### config.mk
export PLATFORM = sky130hd
export DESIGN_NAME = npc_exec_ctrl
export DESIGN_NICKNAME = d
export VERILOG_FILES = /design/src/rtl/npc_ctrl_pkg.sv /design/src/rtl/npc_exec_ctrl.sv
export SDC_FILE = /design/constraint.sdc
export NUM_CORES = 1
export LEC_CHECK = 0
export ABC_CLOCK_PERIOD_IN_PS = 3300
export CAP_MARGIN = 25
export CORE_ASPECT_RATIO = 1.4
export CORE_MARGIN = 2
export CORE_UTILIZATION = 50
export CTS_BUF_LIST = sky130_fd_sc_hd__clkbuf_16
export DETAILED_ROUTE_END_ITERATION = 16
export PLACE_DENSITY = 0.86
export SYNTH_ARGS = -nofsm -noshare
export SYNTH_HDL_FRONTEND = slang
export SYNTH_SLANG_ARGS = --single-unit
### constraint.sdc
create_clock -name clk -period 3.3 [get_ports clk]
set_input_delay 0.66 -clock clk [delete_from_list [all_inputs] [get_ports clk]]
set_output_delay 0.66 -clock clk [all_outputs]
set_load 0.01 [all_outputs]
### src/rtl/npc_ctrl_pkg.sv
// Shared definitions for the NPC execution sequencer: FSM states, opcode
// constants and the opcode decode that decides whether an instruction writes rd.
package npc_ctrl_pkg;

    typedef enum logic [2:0] {
        IDLE,
        FETCH,
        WAIT,
        EXEC,
        HALT
    } npc_state_e;

    localparam logic [6:0] OP_JAL   = 7'b1101111;
    localparam logic [6:0] OP_JALR  = 7'b1100111;
    localparam logic [6:0] OP_AUIPC = 7'b0010111;
    localparam logic [6:0] OP_LUI   = 7'b0110111;
    localparam logic [6:0] OP_IMM   = 7'b0010011;

    localparam logic [31:0] INST_EBREAK = 32'h0010_0073;
    localparam logic [31:0] INST_NOP    = 32'h0000_0013;

    // Only the instruction classes the datapath supports write the register file.
    function automatic logic npc_writes_rd(input logic [31:0] inst);
        case (inst[6:0])
            OP_JAL, OP_JALR, OP_AUIPC, OP_LUI, OP_IMM: return 1'b1;
            default:                                   return 1'b0;
        endcase
    endfunction

endpackage

### src/rtl/npc_exec_ctrl.sv
// Multi-cycle fetch/execute sequencer for the single-cycle NPC datapath.
// All outputs are registered; the FSM next state is computed in one always_comb.
module npc_exec_ctrl
    import npc_ctrl_pkg::*;
#(
    parameter logic [31:0] RESET_PC       = 32'h8000_0000,
    parameter int unsigned TIMEOUT_CYCLES = 16,
    parameter int unsigned CNT_W          = 32
) (
    input  logic             clk,
    input  logic             rst,
    output logic             ifu_req_valid,
    input  logic             ifu_req_ready,
    output logic [31:0]      ifu_addr,
    input  logic             ifu_resp_valid,
    input  logic [31:0]      ifu_rdata,
    output logic [31:0]      instruction,
    output logic [31:0]      pc,
    input  logic [31:0]      next_pc,
    output logic             wen,
    output logic             halt,
    output logic             fault,
    output logic [CNT_W-1:0] retire_cnt
);

    localparam logic [31:0] TIMER_LAST = TIMEOUT_CYCLES - 32'd1;

    npc_state_e       state_q, state_d;
    logic [31:0]      pc_q, pc_d;
    logic [31:0]      instr_q, instr_d;
    logic             req_valid_q, req_valid_d;
    logic             wen_q, wen_d;
    logic             halt_q, halt_d;
    logic             fault_q, fault_d;
    logic [CNT_W-1:0] retire_q, retire_d;
    logic [31:0]      timer_q, timer_d;

    // wen is registered on the WAIT->EXEC transition so it is high exactly
    // during the EXEC cycle; req_valid is only raised for an aligned target.
    always_comb begin
        state_d     = state_q;
        pc_d        = pc_q;
        instr_d     = instr_q;
        req_valid_d = req_valid_q;
        wen_d       = 1'b0;
        halt_d      = halt_q;
        fault_d     = fault_q;
        retire_d    = retire_q;
        timer_d     = timer_q;

        case (state_q)
            IDLE: begin
                req_valid_d = (pc_q[1:0] == 2'b00);
                state_d     = FETCH;
            end
            FETCH: begin
                if (pc_q[1:0] != 2'b00) begin
                    req_valid_d = 1'b0;
                    halt_d      = 1'b1;
                    fault_d     = 1'b1;
                    state_d     = HALT;
                end else if (ifu_req_ready) begin
                    req_valid_d = 1'b0;
                    timer_d     = '0;
                    state_d     = WAIT;
                end
            end
            WAIT: begin
                if (ifu_resp_valid) begin
                    instr_d = ifu_rdata;
                    wen_d   = npc_writes_rd(ifu_rdata) && (ifu_rdata != INST_EBREAK);
                    state_d = EXEC;
                end else if ((TIMEOUT_CYCLES != 0) && (timer_q == TIMER_LAST)) begin
                    halt_d  = 1'b1;
                    fault_d = 1'b1;
                    state_d = HALT;
                end else begin
                    timer_d = timer_q + 32'd1;
                end
            end
            EXEC: begin
                retire_d = retire_q + CNT_W'(1);
                if (instr_q == INST_EBREAK) begin
                    halt_d  = 1'b1;
                    state_d = HALT;
                end else begin
                    pc_d        = next_pc;
                    req_valid_d = (next_pc[1:0] == 2'b00);
                    state_d     = FETCH;
                end
            end
            HALT: begin
                req_valid_d = 1'b0;
            end
            default: begin
                req_valid_d = 1'b0;
                state_d     = IDLE;
            end
        endcase
    end

    always_ff @(posedge clk) begin
        if (rst) begin
            state_q     <= IDLE;
            pc_q        <= RESET_PC;
            instr_q     <= INST_NOP;
            req_valid_q <= 1'b0;
            wen_q       <= 1'b0;
            halt_q      <= 1'b0;
            fault_q     <= 1'b0;
            retire_q    <= '0;
            timer_q     <= '0;
        end else begin
            state_q     <= state_d;
            pc_q        <= pc_d;
            instr_q     <= instr_d;
            req_valid_q <= req_valid_d;
            wen_q       <= wen_d;
            halt_q      <= halt_d;
            fault_q     <= fault_d;
            retire_q    <= retire_d;
            timer_q     <= timer_d;
        end
    end

    assign ifu_req_valid = req_valid_q;
    assign ifu_addr      = pc_q;
    assign instruction   = instr_q;
    assign pc            = pc_q;
    assign wen           = wen_q;
    assign halt          = halt_q;
    assign fault         = fault_q;
    assign retire_cnt    = retire_q;

endmodule

==> results of run 1 <==
## placed cells by master, fill, tap and decap left out, types with 22 or more instances in the layout
cell / instances
nand4_1: 22
o21ai_0: 30
a21oi_1: 55
dfxtp_1: 135
nand3_1: 22
nor2_1: 79
nand2_1: 93
nor4_1: 28
mux2i_1: 32
clkdlybuf4s50_1: 198
## power breakdown
part           switching, mW  total (mW)  leakage, nW  internal, mW
clock                  0.701        1.88        0.285          1.18
combinational          0.314       0.658         1.85         0.344
sequential            0.0749        1.77         1.09          1.70
total                   1.09        4.31         3.22          3.22
## synthesized netlist by cell type (3+ instances only)
master and n:
o21a_1 4, and2_1 3, nand3b_1 6, nor4_1 28
clkbuf_1 32, a21oi_1 55, nor2_1 79, a211oi_1 3
and4_1 8, mux2i_1 32, or2_2 3, xnor2_1 11
nand2_1 93, xor2_1 13, o211ai_1 4, a31oi_1 16
and3_1 8, dfxtp_1 135, nand4b_1 4, a21o_1 4
a41oi_1 3, buf_2 7, buf_4 32, o21ai_0 30
o31ai_1 4, nand3_1 22, nor3_1 16, inv_1 13
or4_1 6, or3_1 11, nand4_1 22
## final cells by class
cell class                 instances  area, um^2
tap                              150         188
clock buffer                      17         425
inverter                          13        48.8
clock inverter                    15         164
timing repair buffer             209        2060
multi-input combinational        531        3140
sequential                       135        2700
fill                             887        3570
## final timing paths
| path | cells after the start | endpoint |
|---|---|---|
| worst max-delay path | 6 | timer_q[12] |
| worst min-delay path | 2 | instruction[6] |
| worst max register to register | 6 | timer_q[30] |
| worst min register to register | 2 | instruction[6] |
## state kept, by name (all words and copies together) (netlist names)
name           count
timer_q           32
halt               1
ifu_addr          32
state_q            3
wen                1
instruction       32
ifu_req_valid      1
retire_cnt        32
fault              1
## worst min-delay path, stage by stage, from the launching register on
cell	delay (ns)
dfxtp_1	0.32
nand2_1	0.06
a21oi_1	0.05
## routing by layer
metal  GRT usage (%)  wire [um]
met1            31.5       7210
met2            46.9       9870
met3            5.46       1080
met4            9.06        371
met5               0          0
## metrics by stage
step	utilization (%)	hold slack (ns)	instances	cell area, um^2
after detailed placement	66.2	0.464	1038	8150
after CTS	71.0	0.471	1070	8740
after floorplan	-	0.475	751	6290
after global routing	71.0	0.490	1070	8740
after global placement	66.2	0.453	1038	8150
final	71.0	0.473	1070	8740
## logic make-up after synthesis
kind of cell / synth area share (%)
compound gates: 13.2
xor+xnor: 3.34
fa+ha+maj: 0.398
buf+inv: 7.24
flops: 43.0
mux: 5.09
simple gates: 27.8
==> run summary, run 1 <==
status = completed
top cell type's share of synthesized area = 43.0%
CTS clk-pin slew, worst paths = 0.06 ns
Hold Crit Class = register to register
post-synthesis sequential area ratio = 43.0%
vias in the first global route = 5,861
CTS tree = done
height of the die = 137 um
Synth area leader = dfxtp_1
Sink Count = 135
DR WL/cell = 17.3 um
Area Growth Syn to Fin = 38.9%
Detailed Routing Iterations Pass 1 = 5
HPWL after DPL = 13.1 mm
critical path cell sequence = clkdlybuf4s50_1, or4b_1, a22oi_2, nor2_1, nor2_1, a31oi_1
nets = 977
H-Tree Depth = 4
CP max FO = 10
total CTS buffers = 17
FF-to-FF setup slack = 0.86 ns
total core area = 0.0123 mm^2
Reg-to-Reg Start = timer_q[0]
placer congestion estimate = 0.956
Worst VDD drop = 0.000335 V
Via Count = 6,204
PD cells = 493 mW/mm^2
slowest stage delay, CP = 0.63 ns
CP max stage cell = or4b_1
1st-iter DRT viols = 417
Seq cells post-synth = 135
Avg Cell Area, Syn = 8.38 um^2
Routed Antenna Nets = 0
row count = 48
worst slew pin tran = 0.679 ns
synthesized cell area = 0.00629 mm^2
syn nets = 821
post-CTS setup buffers = 0
CP startpoint = ifu_resp_valid
vias per inst = 5.80
first-pass GRT wire length = 29.1 mm
io pins = 200
global route overflow = 0
Worst EP required = 3.56 ns
Fmax = 383 MHz
Ant. Diodes = 0
Post-synth EDFFs = 0
Final Hold Fails = 0
layout cells sized above 1 = 5.98%
top cells by area, synth = dfxtp_1, nand2_1, mux2i_1
initial cell density of the core = 51.1%
final setup margin = 0.688 ns
Root Driver = clkbuf_16
Clock Latency Late Sink = 0.41 ns
final critical-path required period = 2.61 ns
# port buffers = 199
die width = 98.8 um
Post-synth top flop = dfxtp_1
initial antenna violation count = 0
Cell variety after synth = 65
Total Power = 4.31 mW
die area = 0.0135 mm^2
CP Buf/Inv Count = 1
final setup TNS = 0 ns
CP Capture Type = register
PostCTS Resize Cnt = 0
Max Cap Viol = 0
dpl ws = 0.284 ns
Pleak = 3.22 nW
WL final = 18.5 mm
Startpoint Class = primary input
Total GRT Usage = 26.4%
Slew headroom = 54.4%
family with the most delay on the worst path = simple AND/OR/NAND/NOR gates
ys async rst share = 0%
final setup vio count = 0
fin crit share = 79.2%
hold buffers post-CTS = 0
Clock Path Buffers = 2
Hold Crit Start = instruction[6]
Post-Synthesis Cells = 751
WS Path Type = primary input to register
worst-case clock skew = 0.00686 ns
synth warn = 0
DRC = 0
critical path arrival = 2.87 ns
largest net degree at the start of global routing = 58
Crit path top cell by count = nor2_1
RSZ-0062 raised after global routing = no
final max-slew violation count = 0
Note: power is estimated with default switching activity, not from simulation.
==> inputs of run 2 (changes only) <==
--- a/config.mk
+++ b/config.mk
@@ -5,14 +5,14 @@
 export SDC_FILE = /design/constraint.sdc
 export NUM_CORES = 1
 export LEC_CHECK = 0
-export ABC_CLOCK_PERIOD_IN_PS = 3300
+export ABC_CLOCK_PERIOD_IN_PS = 2200
 export CAP_MARGIN = 25
 export CORE_ASPECT_RATIO = 1.4
 export CORE_MARGIN = 2
-export CORE_UTILIZATION = 50
+export CORE_UTILIZATION = 42
 export CTS_BUF_LIST = sky130_fd_sc_hd__clkbuf_16
 export DETAILED_ROUTE_END_ITERATION = 16
-export PLACE_DENSITY = 0.86
+export PLACE_DENSITY = 0.77
 export SYNTH_ARGS = -nofsm -noshare
 export SYNTH_HDL_FRONTEND = slang
 export SYNTH_SLANG_ARGS = --single-unit
==> constraint.sdc (replaced) <==
create_clock -name clk -period 2.2 [get_ports clk]
set_input_delay 0.44 -clock clk [delete_from_list [all_inputs] [get_ports clk]]
set_output_delay 0.44 -clock clk [all_outputs]
set_load 0.01 [all_outputs]
==> run 2 against run 1 <==
Compared with the run above:
- via count up 3.0%
- critical endpoint is now timer_q[5]
- largest cell class unchanged
- worst setup slack worse by 0.65 ns
- largest power group unchanged
- clock power up 52%
- highest routed layer unchanged
- critical path type is now register to register
==> run summary, run 2 (synthesis gave the netlist of run 1 again) <==
status = completed
capture point of the worst reg-to-reg path = timer_q[5]
Slew headroom = 64.8% (+10 points)
Clk pwr share = 43.3% (-0.3 points)
FF-to-FF setup slack = 0.04 ns (-0.82 ns)
slowest stage delay, CP = 0.50 ns (-0.13 ns)
Via Count = 6,391 (+3.0%)
Comb power frac = 16.8% (+1.5 points)
Hold Crit Class = primary input to register
cell-internal power = 4.84 mW (+50%)
initial antenna violation count = 0 (unchanged)
hold endpoint = retire_cnt[2]
CP Buf/Inv Count = 1 (unchanged)
DRC = 0 (unchanged)
1st-iter DRT viols = 414 (-0.72%)
Max Cap Viol = 0 (unchanged)
Finished Core Util = 63.6% (-7.3 points)
Sink Count = 135 (unchanged)
dpl ws = -0.257 ns (-0.540 ns)
vias in the first global route = 6,006 (+2.5%)
WS Path Type = register to register
Detailed Routing Iterations Pass 1 = 5 (unchanged)
Worst VDD drop = 0.000406 V (+21%)
Startpoint Class = register
first-pass GRT wire length = 29.8 mm (+2.4%)
fin crit share = 98.1%
Total Power = 6.59 mW (+53%)
final setup TNS = 0 ns (unchanged)
RSZ-0062 raised after global routing = yes
NetSw = 1.76 mW (+61%)
sw frac = 26.7% (+1.4 points)
worst slew pin tran = 0.528 ns (-0.150 ns)
worst-case clock skew = 0.00777 ns (+0.000914 ns)
most common cell after layout, fill and taps aside = clkdlybuf4s50_1
Hold Crit Start = rst
Final Hold Fails = 0 (unchanged)
fillers = 1,234 (+39%)
vias per inst = 5.49 (-5.4%)
die area = 0.0160 mm^2 (+18%)
critical path arrival = 2.44 ns (-0.43 ns)
CP Capture Type = register
CP max stage cell = nor4_1
nets = 1,033 (+5.7%)
PD cells = 711 mW/mm^2 (+44%)
CP max FO = 5 (-5)
final setup vio count = 0 (unchanged)
final setup margin = 0.0417 ns (-0.646 ns)
Worst EP required = 2.48 ns (-1.08 ns)
hold buffers post-CTS = 0 (unchanged)
final critical-path required period = 2.16 ns
Reg-to-Reg Start = timer_q[4]
Ant. Diodes = 0 (unchanged)
final max-slew violation count = 0 (unchanged)
total CTS buffers = 17 (unchanged)
layout cells sized above 1 = 12.0% (+6.0 points)
row count = 52 (+8.3%)
CTS clk-pin slew, worst paths = 0.06 ns (about the same)
CTS tree = done
WL final = 19.4 mm (+4.7%)
H-Tree Depth = 4 (unchanged)
height of the die = 149 um (+8.8%)
Seq pwr share = 39.9% (-1.2 points)
Clock Path Buffers = 2 (unchanged)
# port buffers = 199 (unchanged)
Clock Latency Late Sink = 0.42 ns (about the same)
Total GRT Usage = 23.5% (-2.9 points)
die width = 107 um (+8.7%)
Area Growth Syn to Fin = 47.4%
most frequent cells in the layout = clkdlybuf4s50_1, dfxtp_1, nand2_1
hold depth = 2 (unchanged)
total core area = 0.0146 mm^2 (+18%)
family with the most delay on the worst path = simple AND/OR/NAND/NOR gates
initial cell density of the core = 43.2% (-7.9 points)
Root Driver = clkbuf_16
Fmax = 463 MHz
Pleak = 3.54 nW (+9.8%)
global route overflow = 0 (unchanged)
DR WL/cell = 16.7 um (-3.8%)
Routed Antenna Nets = 0 (unchanged)
HPWL after DPL = 14.5 mm (+11%)
critical path cell sequence = nor4_1, nand4b_1, or3_1, buf_4, a31oi_1, a21oi_1
Register-to-Register Path Depth = 6 (unchanged)
largest net degree at the start of global routing = 53 (-8.6%)
io pins = 200 (unchanged)
placer congestion estimate = 0.949 (-0.72%)
post-CTS setup buffers = 0 (unchanged)
[run 2: cell types whose count changed in the layout (fill, tap and decap cells not counted), sizes merged]
cell      previous run  this run
buf                 11        67
clkinvlp             4         1
clkinv               6         7
bufinv               3         2
inv                 15        18
[run 2: power groups by stage]
stage          combinational, mW  clock [mW]  sequential [mW]
4_1_cts                     1.11        2.90             2.63
2_1_floorplan              0.537           0             2.70
5_1_grt                     1.19        3.00             2.64
6_report                    1.10        2.86             2.63
3_3_place_gp                1.08           0             2.68
3_5_place_dp                1.10           0             2.68
[run 2: worst max-delay path by stage]
stage / end / start / cells past startpoint / slack (ns)
2_1_floorplan: timer_q[24] / timer_q[0] / 7 / 0.06
3_3_place_gp: timer_q[20] / ifu_resp_valid / 7 / -0.24
4_1_cts: ifu_addr[28] / instruction[18] / 6 / 0.004
3_5_place_dp: timer_q[20] / ifu_resp_valid / 7 / -0.26
5_1_grt: timer_q[5] / timer_q[4] / 6 / -0.002
6_report: timer_q[5] / timer_q[4] / 6 / 0.04
[run 2: per-layer routing]
layer / vias to the layer above / routed length (um) / GRT usage [%]
li1: 3088 / - / -
met5: - / 0 / 0
met3: 61 / 952 / 4.85
met2: 227 / 10300 / 42.5
met4: 0 / 735 / 10.8
met1: 3015 / 7470 / 26.3
[run 2: layout make-up]
cell class | count | area (um^2) | area share, %
timing repair buffer | 265 | 2520 | 27.2
multi-input combinational | 531 | 3170 | 34.2
clock inverter | 15 | 170 | 1.83
sequential | 135 | 2700 | 29.1
tap | 189 | 236 | 2.55
inverter | 13 | 48.8 | 0.526
clock buffer | 17 | 425 | 4.59
[run 2: through the flow]
stage | cells | instance area (um^2) | hold slack, ns
floorplan | 751 | 6290 | 0.475
global placement | 1133 | 8650 | 0.452
detailed placement | 1133 | 8650 | 0.462
CTS | 1165 | 9250 | 0.281
global route | 1165 | 9270 | 0.292
finish | 1165 | 9270 | 0.286
[run 2: worst register-to-register path: cells and delay by family (launching register included)]
family	cells	cell delay (ns)
flip-flops	1	0.43
AO/OA/AOI/OAI	2	0.27
buffers and inverters	1	0.18
AND/OR/NAND/NOR	3	1.14
[run 2: timing repair]
item / 4_1_cts / 5_1_grt
setup endpoints to repair: 0 / 15
gates resized for setup: 0 / 5
hold endpoints to repair: 0 / 0
==> inputs of run 3 (changes only) <==
--- a/config.mk
+++ b/config.mk
@@ -7,12 +7,13 @@
 export LEC_CHECK = 0
 export ABC_CLOCK_PERIOD_IN_PS = 2200
 export CAP_MARGIN = 25
-export CORE_ASPECT_RATIO = 1.4
+export CORE_ASPECT_RATIO = 0.6
 export CORE_MARGIN = 2
 export CORE_UTILIZATION = 42
 export CTS_BUF_LIST = sky130_fd_sc_hd__clkbuf_16
 export DETAILED_ROUTE_END_ITERATION = 16
-export PLACE_DENSITY = 0.77
+export PLACE_DENSITY_LB_ADDON = 0.08
+export SETUP_SLACK_MARGIN = 0.02
 export SYNTH_ARGS = -nofsm -noshare
 export SYNTH_HDL_FRONTEND = slang
 export SYNTH_SLANG_ARGS = --single-unit
==> run 3 against run 2 <==
Compared with the run above:
- total power is 0.45% lower
- largest cell class unchanged
- highest routed layer unchanged
- clock-buffer cell count stayed put
- register-to-register slack hardly changed
- critical endpoint is now timer_q[30]
- critical path type unchanged
- via count is 1.3% higher
- first-iteration DRC count is 29% higher
==> run summary, run 3 (synthesis gave the netlist of run 1 again) <==
Root Driver = clkbuf_16
final setup margin = 0.0379 ns (-0.00380 ns)
Worst VDD drop = 0.000513 V (+26%)
CTS clk-pin slew, worst paths = 0.06 ns (about the same)
RSZ-0062 raised after global routing = no
Total GRT Usage = 26.6% (+3.0 points)
most common cell after layout, fill and taps aside = clkdlybuf4s50_1
Slew headroom = 57.8% (-7.0 points)
initial antenna violation count = 0 (unchanged)
die area = 0.0160 mm^2 (+0.11%)
Area Growth Syn to Fin = 49.2%
Clock Path Buffers = 2 (unchanged)
final setup TNS = 0 ns (unchanged)
slowest stage delay, CP = 0.62 ns (+0.12 ns)
fin crit share = 98.3% (+0.17 points)
CP Capture Type = register
first-pass GRT wire length = 33.3 mm (+12%)
worst-case clock skew = 0.0137 ns (+0.00594 ns)
Register-to-Register Path Depth = 6 (unchanged)
H-Tree Depth = 4 (unchanged)
# port buffers = 199 (unchanged)
io pins = 200 (unchanged)
DR WL/cell = 17.9 um (+7.3%)
status = completed
initial cell density of the core = 43.2% (+0.074 points)
family with the most delay on the worst path = simple AND/OR/NAND/NOR gates
largest net degree at the start of global routing = 42 (-21%)
Startpoint Class = register
WS Path Type = register to register
dpl ws = -0.365 ns (-0.108 ns)
worst slew pin tran = 0.632 ns (+0.104 ns)
final max-slew violation count = 0 (unchanged)
Ant. Diodes = 0 (unchanged)
critical path cell sequence = nand3_1, or4_1, nor4_2, buf_4, mux2i_1, a21o_1
row count = 34 (-35%)
nets = 1,044 (+1.1%)
Clock Latency Late Sink = 0.42 ns (about the same)
Reg-to-Reg Start = timer_q[15]
die width = 162 um (+51%)
placer congestion estimate = 0.955 (+0.63%)
layout cells sized above 1 = 13.5% (+1.5 points)
Finished Core Util = 64.5% (+0.88 points)
CP max FO = 7 (+2)
most frequent cells in the layout = clkdlybuf4s50_1, dfxtp_1, nand2_1
Total Power = 6.57 mW (-0.45%)
Pleak = 3.57 nW (+0.95%)
global route overflow = 0 (unchanged)
height of the die = 98.8 um (-34%)
Final Hold Fails = 0 (unchanged)
1st-iter DRT viols = 532 (+29%)
capture point of the worst reg-to-reg path = timer_q[30]
total CTS buffers = 17 (unchanged)
hold endpoint = instruction[31]
Routed Antenna Nets = 0 (unchanged)
vias in the first global route = 6,112 (+1.8%)
PD cells = 699 mW/mm^2 (-1.6%)
total core area = 0.0145 mm^2 (-0.17%)
hold buffers post-CTS = 0 (unchanged)
CP Buf/Inv Count = 1 (unchanged)
FF-to-FF setup slack = 0.04 ns (about the same)
vias per inst = 5.46 (-0.43%)
Sink Count = 135 (unchanged)
Via Count = 6,473 (+1.3%)
hold depth = 2 (unchanged)
final setup vio count = 0 (unchanged)
DRC = 0 (unchanged)
CP max stage cell = or4_1
Fmax = 463 MHz (-0.18%)
Hold Crit Class = register to register
hold_ws = 0.477 ns (+0.190 ns)
Hold Crit Start = instruction[31]
HPWL after DPL = 15.9 mm (+10%)
Detailed Routing Iterations Pass 1 = 6 (+1)
CTS tree = done
WL final = 21.2 mm (+9.2%)
Worst EP required = 2.56 ns (+0.08 ns)
final critical-path required period = 2.16 ns (+0.00380 ns)
Max Cap Viol = 0 (unchanged)
critical path arrival = 2.52 ns (+0.08 ns)
==> run 3: cell types whose count changed in the layout (fill, tap and decap cells not counted), sizes merged <==
cell	previous run	this run
clkinvlp	1	3
bufinv	2	1
buf	67	78
clkdlybuf4s50	198	197
clkinv	7	5
dlymetal6s2s	0	1
inv	18	19
==> run 3: area by class of cell <==
class | count | area, um^2
well taps | 198 | 248
clock inverters | 15 | 144
fillers | 1231 | 5160
inverters | 13 | 48.8
flip-flops and latches | 135 | 2710
repair buffers | 276 | 2620
multi-input cells | 531 | 3190
clock buffers | 17 | 425
==> run 3: repair_timing <==
action / 4_1_cts / 5_1_grt
pin swaps: 0 / 3
gates resized for setup: 1 / 15
buffers inserted: 0 / 1
endpoints found under the setup margin: 3 / 32
==> run 3: per-stage QoR <==
stage | cells | area [um^2]
floorplan | 751 | 6290
global placement | 1152 | 8750
detailed placement | 1152 | 8750
CTS | 1184 | 9330
global route | 1185 | 9390
finish | 1185 | 9390
==> run 3: routing by layer <==
layer	vias to the layer above	GRT usage [%]	part of all wire [%]
met5	-	0	0
met4	0	7.35	1.1
li1	3102	-	-
met3	18	8.42	9.5
met1	3075	37.3	46
met2	278	39.3	43
==> run 3: worst register-to-register path, delay by kind of cell, from the launching register on <==
family / cells / cell delay (ns)
AO/OA/AOI/OAI: 1 / 0.10
buffers and inverters: 1 / 0.17
flip-flops: 1 / 0.52
multiplexers: 1 / 0.19
AND/OR/NAND/NOR: 3 / 1.13
==> run 3: report_power, final <==
group	internal (mW)	switching [mW]
Clock	1.58	1.20
Sequential	2.55	0.0970
Combinational	0.615	0.524
Total	4.74	1.82
==> run 3: how the worst max path moves through the flow <==
stage	start	end	slack [ns]	depth (start not counted)
final	timer_q[15]	timer_q[30]	0.04	6
after global routing	timer_q[15]	timer_q[30]	0.02	6
after CTS	timer_q[0]	timer_q[24]	0.02	6
after detailed placement	ifu_resp_valid	timer_q[31]	-0.37	7
after global placement	ifu_resp_valid	timer_q[23]	-0.28	8
after floorplan	timer_q[0]	timer_q[24]	0.06	7
